==> config.mk <==
export PLATFORM = sky130hd
export DESIGN_NAME = mdu_alu
export DESIGN_NICKNAME = d
export VERILOG_FILES = /design/src/rtl/mdu_alu.sv
export SDC_FILE = /design/constraint.sdc
export NUM_CORES = 1
export LEC_CHECK = 0
export BUFFER_PORTS_ARGS = -buffer_cell sky130_fd_sc_hd__buf_2
export CAP_MARGIN = 20
export CORE_UTILIZATION = 55
export CTS_BUF_LIST = sky130_fd_sc_hd__clkbuf_4
export CTS_CLUSTER_SIZE = 20
export DETAILED_ROUTE_END_ITERATION = 7
export GPL_TIMING_DRIVEN = 0
export HOLD_SLACK_MARGIN = 0.12
export PLACE_DENSITY_LB_ADDON = 0.12
export SYNTH_ARGS = -nofsm -noshare
export SYNTH_HDL_FRONTEND = slang
export SYNTH_SLANG_ARGS = --single-unit
export TNS_END_PERCENT = 20
==> constraint.sdc <==
create_clock -name clk -period 5.4 [get_ports clk]
set_input_delay 0.27 -clock clk [delete_from_list [all_inputs] [get_ports clk]]
set_output_delay 0.27 -clock clk [all_outputs]
set_load 0.02 [all_outputs]
==> src/rtl/mdu_alu.sv <==
// mdu_alu: clocked ALU with iterative unsigned mult/div, HI/LO registers and start/busy/done handshake
module mdu_alu #(
  parameter int WIDTH = 32
) (
  input  logic             clk,
  input  logic             rst,
  input  logic             start,
  input  logic [2:0]       op,
  input  logic [WIDTH-1:0] lop,
  input  logic [WIDTH-1:0] rop,
  output logic [WIDTH-1:0] result,
  output logic [WIDTH-1:0] hi,
  output logic [WIDTH-1:0] lo,
  output logic             busy,
  output logic             done,
  output logic             div_zero
);
  localparam int CW = $clog2(WIDTH);
  typedef enum logic [1:0] {IDLE, RUN, FIN} state_t;
  state_t           r_state;
  logic [CW-1:0]    r_cnt;
  logic [WIDTH-1:0] r_acc, r_q, r_d, r_result, r_hi, r_lo;
  logic             r_div, r_busy, r_done, r_div_zero;
  logic [WIDTH-1:0] w_alu, w_n_acc, w_n_q;
  logic [WIDTH:0]   w_madd, w_shift;
  logic [WIDTH+1:0] w_diff;
  logic             w_ge;
  always_comb begin
    w_alu   = op == 3'd0 ? lop + rop :
              op == 3'd1 ? lop - rop :
              op == 3'd2 ? lop & rop :
              op == 3'd3 ? lop | rop :
              op == 3'd4 ? WIDTH'(lop < rop) : '0;
    w_madd  = {1'b0, r_acc} + {1'b0, r_q[0] ? r_d : '0};
    w_shift = {r_acc, r_q[WIDTH-1]};
    w_diff  = {1'b0, w_shift} - {2'b00, r_d};
    w_ge    = ~w_diff[WIDTH+1];
    w_n_acc = r_div ? (w_ge ? w_diff[WIDTH-1:0] : w_shift[WIDTH-1:0]) : w_madd[WIDTH:1];
    w_n_q   = r_div ? {r_q[WIDTH-2:0], w_ge} : {w_madd[0], r_q[WIDTH-1:1]};
  end
  always_ff @(posedge clk or posedge rst) begin
    if (rst) begin
      r_state    <= IDLE;
      r_cnt      <= '0;
      r_acc      <= '0;
      r_q        <= '0;
      r_d        <= '0;
      r_div      <= 1'b0;
      r_result   <= '0;
      r_hi       <= '0;
      r_lo       <= '0;
      r_busy     <= 1'b0;
      r_done     <= 1'b0;
      r_div_zero <= 1'b0;
    end else begin
      r_done <= 1'b0;
      if (r_state == RUN) begin
        r_acc <= w_n_acc;
        r_q   <= w_n_q;
        r_cnt <= r_cnt + 1'b1;
        if (r_cnt == CW'(WIDTH - 1)) begin
          r_hi       <= w_n_acc;
          r_lo       <= w_n_q;
          r_result   <= w_n_q;
          r_done     <= 1'b1;
          r_div_zero <= 1'b0;
          r_busy     <= 1'b0;
          r_state    <= FIN;
        end
      end else begin
        r_state <= IDLE;
        if (start) begin
          if (op == 3'd5 || (op == 3'd6 && rop != '0)) begin
            r_acc   <= '0;
            r_q     <= lop;
            r_d     <= rop;
            r_div   <= op == 3'd6;
            r_cnt   <= '0;
            r_busy  <= 1'b1;
            r_state <= RUN;
          end else if (op == 3'd6) begin
            r_lo       <= '1;
            r_hi       <= lop;
            r_result   <= '1;
            r_done     <= 1'b1;
            r_div_zero <= 1'b1;
          end else begin
            r_result   <= w_alu;
            r_done     <= 1'b1;
            r_div_zero <= 1'b0;
          end
        end
      end
    end
  end
  assign result   = r_result;
  assign hi       = r_hi;
  assign lo       = r_lo;
  assign busy     = r_busy;
  assign done     = r_done;
  assign div_zero = r_div_zero;
endmodule

======== Yosys cells after proc, flatten, opt, wreduce, memory -nomap -nowiden ========
Index checks and enable logic that the tools add are counted.
storage, ports and cells
  bits in registers ....................... 203
  latch bits .............................. 0
  RAM bits ................................ 0
  bits in read-only memories .............. 0
  input bits .............................. 70
  output and inout bits ................... 99
  logic and storage cells ................. 92
  memories kept ........................... 0
cells by class
  add/sub/neg operators ................... 5
  multipliers ............................. 0
  div/mod/pow operators ................... 0
  $lt $le $gt $ge ......................... 1
  equal/unequal tests ..................... 10
  shift-type cells ........................ 0
  multiplexer cells ....................... 48
  bitwise logic cells ..................... 4
  reduce and logical (&&, ||, !) cells .... 12
operator list
  operator               number
  $mux W32               28
  $sub A33 B32 Y34       1
  $add A32 B32 Y33       1
  $add A32 B32 Y32       1
  $and A32 B32 Y32       1
  $lt A32 B32 Y1         1
  $or A32 B32 Y32        1
  $reduce_bool A32 Y1    1
  $sub A32 B32 Y32       1
  $mux W1                15
  $mux W5                3
  $eq A3 B3 Y1 const B   3
  $reduce_and A3 Y1      3
  $eq A3 B2 Y1 const B   2
  $reduce_bool A2 Y1     3
  $add A5 B1 Y5 const B  1
  $eq A5 B5 Y1 const B   1
  $mux W2                2
  $reduce_and A4 Y1      1
  $eq A3 B1 Y1 const B   1
  $logic_not A3 Y1       1
  $eq A2 B1 Y1 const B   1
  $ne A2 B1 Y1 const B   1
  $ne A2 B2 Y1 const B   1
  other kinds (4)        5

======== Longest topological paths before layout ========
  depth in word-level cells ............... 10
  mapped depth ............................ 14
  mapped depth without buffers ............ 12

======== Worst setup path before layout ========
No wires, ideal clock.
  kind .................................... flip-flop to flip-flop
  start point ............................. reg r_q[0]
  end point ............................... reg r_hi[25], in the netlist hi[25]
  setup time .............................. 0.082 ns
  data arrival time ....................... 2.850 ns
  required time ........................... 5.318 ns
  slack ................................... 2.469 ns
  stages on the path, launching flop included .. 13
  path buffers ............................ 0
  period minus slack after synthesis ...... 2.931 ns
  cells stage by stage .................... dfrtp_1 > and2_1 > ha_1 > fa_1 > a21oi_1 > o211a_1 > o211ai_1 > a21boi_1 > o31a_1 > o21a_1 > o311ai_0 > a311o_1 > a31oi_1
between the ends
  word-level cells in the longest chain between the ends .. 5
RTL lines
  what                    RTL line  text
  from (decl)             22        logic [WIDTH-1:0] r_acc, r_q, r_d, r_result, r_hi, r_lo;
  from (signal assigned)  59        r_q <= w_n_q;
  from (signal assigned)  75        r_q <= lop;
  $mux W32                34        w_madd = {1'b0, r_acc} + {1'b0, r_q[0] ? r_d : '0};
  $add A32 B32 Y33        34
  $mux W32                38        w_n_acc = r_div ? (w_ge ? w_diff[WIDTH-1:0] : w_shift[WIDTH-1:0]) : w_madd[WIDTH:1];
  $mux W32                61        if (r_cnt == CW'(WIDTH - 1)) begin
  $mux W32                57        if (r_state == RUN) begin
  to (signal assigned)    62        r_hi <= w_n_acc;
  to (signal assigned)    83        r_hi <= lop;
  to (decl)               22
Every way passes these cells. The select of a mux whose other input is x is not followed.
A chain may end at the register's enable or synchronous reset.

======== Final worst setup path ========
  start point ............................. reg r_q[0]
  end point ............................... reg r_hi[28], in the netlist hi[28]
The elaborated chain is that of the path after synthesis.

==> results.toml <==
[status]
status = "complete, no violations"

[clock_tree]
cts-resized-gates = 0
clock-sinks = 203
cts_tree = "done"
worst_skew_pair.late_latency_ps = 730
path_clk_slew_ps = 80
cts_made_buffers = 51
htree_levels = 2
cts_root_buf = "clkbuf_4"
clk_path_buf_depth = 3

[placement]
numPortBuffers = 166
gp_congestion = 1.04
dp_hpwl_um = 60300

[timing]
min_period_ps = 4250
timing.setup.tns_ps = 0
rsz0062_at_grt = "false"
setup_viol = 0
relSlewSlack_pct = 33.3
finalCritPeriodShare_pct = 78.6
fin_skew_ps = 50.3
fin_hold_ws_ps = 173
fmax_mhz = 236
slew_violations = 0
hold_viol_final = 0
tightest_slew_ps = 1000

[global_route]
antenna_found_initial = 3
globalRouteOverflowTotal = 0
grt_use_total_pct = 46.6
grt_pass1_wl_um = 116000
grt_pass1_vias = 19300
grt_max_degree = 40

[cells_and_area]
layout-drive-gt1-share_pct = 11.8
nets = 2826
post-route-util_pct = 64.8
syn2layout_area_growth_pct = 15.3

[drt]
drt_first_pass_iters = 7
wl_met2_um = 33500
ant_nets = 0
wl_per_cell_um = 25.7
num_vias = 20300
vias_per_cell = 6.71
totalWireLength_um = 77900
dr_wl_met3_um = 9490
drt-initial-drc-count = 2377
dr.max_layer_used = "met5"
drc = 0
wl_met1_um = 29400

[hold_path]
hold_path_end = "r_div"
hold_start = "op[1]"
whs_path_depth = 4
hp-class = "in2reg"

[worst_setup_path]
r2r_start = "r_q[0]"
critPathCaptureType = "register"
critPathKind = "reg2reg"
critPathLaunchType = "register"
r2r_cells = 12
crit_arrival_ps = 4880
r2r_setup_slack_ps = 1150
critPathRequiredTime_ps = 6030
critical_path.reg2reg.endpoint = "hi[28]"
critPathMaxFanout = 10

[synth]
synth_top_family_by_area = "compound AO/OA/AOI/OAI gates"
synth_area_um2 = 17800
yosysTopAreaCell = "dfrtp_1"
synth-async-reset-ratio_pct = 100
seq_area_frac_synth_pct = 28.5
synth_fa_ha_area_share_pct = 11.8
synth_flop_cell = "dfrtp_1"
synth_seq_cells = 203
synth_edf_count = 0
yosysUniqueCellTypes = 87
synth_fp_nets = 2534
syn-instance-count = 2298
yosys.area_share.simple_pct = 19.9
synth-compound-area-share_pct = 28.7
syn-mean-instance-area_um2 = 7.75
yosys_warnings = 0
synth_mux_area_share_pct = 1.87
synth_top_area_share_pct = 28.5
yosys-top-cells-area = "dfrtp_1 29%, ha_1 11%, nand2_1 7.1%, a21oi_1 5.2%, o21ai_0 5.0%"
synth_xor_xnor_area_share_pct = 2.75

[die]
die_h_um = 182
initial_core_util_pct = 56.2
fp.dieW_um = 182
ios = 169
core_um2 = 31700
dieArea_um2 = 33100
rows = 65

[power_and_ir_drop]
clkPwrFrac_pct = 8.9
p_switching_w = 0.00805
power_density_nw_per_um2 = 709
p_sw_share_pct = 55.3
leakagePower_nw = 9.37
internal-power_w = 0.00651
peakVddDrop_uv = 694
seq_power_share_pct = 21.1
p_comb_share_pct = 70.1

[job]
max_cap_violations = 0
## cell usage after synthesis, drive strengths merged, types with 23 or more instances
library cell	count
o31ai	30
inv	155
and2	41
nand2	337
buf	33
o21a	23
a21o	29
a31oi	63
o211ai	25
clkbuf	99
xnor2	37
dfrtp	203
nand2b	23
ha	162
a21oi	184
nor2	163
nand3	39
nor3	38
a211oi	59
nor2b	47
o21ai	193
## cells by family (layout without fill, tap and decap cells)
kind of cell    after synthesis  after routing
simple gates                775            775
compound gates              779            779
xor+xnor                     56             56
mux                          31             31
other cells                   0              1
flops                       203            203
buf+inv                     288            617
fa+ha+maj                   166            166
## state kept, by name (all words and copies together), names as in the netlist
register  count
r_cnt         5
done          1
r_acc        32
div_zero      1
r_div         1
r_d          32
r_q          32
r_state       2
hi           32
busy          1
lo           32
result       32
## worst max-delay path, cell delays in order, from the launching register on
cell and delay (ps):
dfrtp_1 490, clkbuf_1 660, and2_1 230, ha_1 270, a21oi_1 280, o211ai_1 250, a32oi_1 440, o2111ai_1 320
nand3_1 230, nor3_1 80, a211o_1 320, a2111o_1 450, a21oi_1 150
## timing repair
| item | 4_1_cts | 5_1_grt |
|---|---|---|
| endpoints found under the hold margin | 175 | 0 |
| setup buffers | 0 | 0 |
| hold buffers | 67 | 0 |
## power groups by stage
stage | clock [W] | sequential [W] | combinational, W
global route | 0.00135 | 0.00309 | 0.0110
CTS | 0.00128 | 0.00299 | 0.00987
finish | 0.00129 | 0.00307 | 0.0102
global placement | 0 | 0.00299 | 0.00955
floorplan | 0 | 0.00318 | 0.00648
detailed placement | 0 | 0.00300 | 0.00979
## routing by layer
metal,global-route usage [%],vias up
li1,-,8860
met1,58.9,9602
met3,11.3,379
met2,71.6,1476
met5,0,-
met4,29.2,4
## worst max-delay path by stage
stage	slack, ps	cells after the start	endpoint	startpoint
floorplan	2470	12	hi[25]	r_q[0]
global placement	1200	2	r_d[26]	rst
detailed placement	1310	12	hi[28]	r_q[0]
CTS	1290	12	hi[28]	r_q[0]
global route	960	12	hi[28]	r_q[0]
finish	1150	12	hi[28]	r_q[0]
## metrics by stage
stage | total power [W] | instances | cell area [um^2] | worst slack [ps]
6_report | 0.0146 | 3030 | 20500 | 1150
5_1_grt | 0.0154 | 3030 | 20500 | 956
4_1_cts | 0.0141 | 3029 | 20500 | 1290
3_5_place_dp | 0.0128 | 2872 | 19300 | 1310
3_3_place_gp | 0.0125 | 2866 | 19100 | 1200
2_1_floorplan | 0.00967 | 2298 | 17800 | 2470
## area by class of cell
class                   instances  area, um^2
flip-flops and latches        203        5080
clock buffers                  69         518
plain buffers                 132         544
diodes                          1        2.50
fillers                      2782       11200
clock inverters                21        82.6
repair buffers                239        1620
multi-input cells            1807       11600
inverters                     156         589
well taps                     402         503
## placed cells by master (no fill, tap or decap), drive strengths merged, types with 23 or more instances in the layout
master	n
nand2	337
buf	205
dfrtp	203
o21ai	193
a21oi	184
clkbuf	168
nor2	163
ha	162
inv	154
dlygate4sd3	67
a31oi	63
a211oi	59
nor2b	47
and2	41
nand3	39
nor3	38
xnor2	37
o31ai	30
a21o	29
o211ai	25
nand2b	23
o21a	23
No activity file was read; power rests on OpenSTA's default activity.
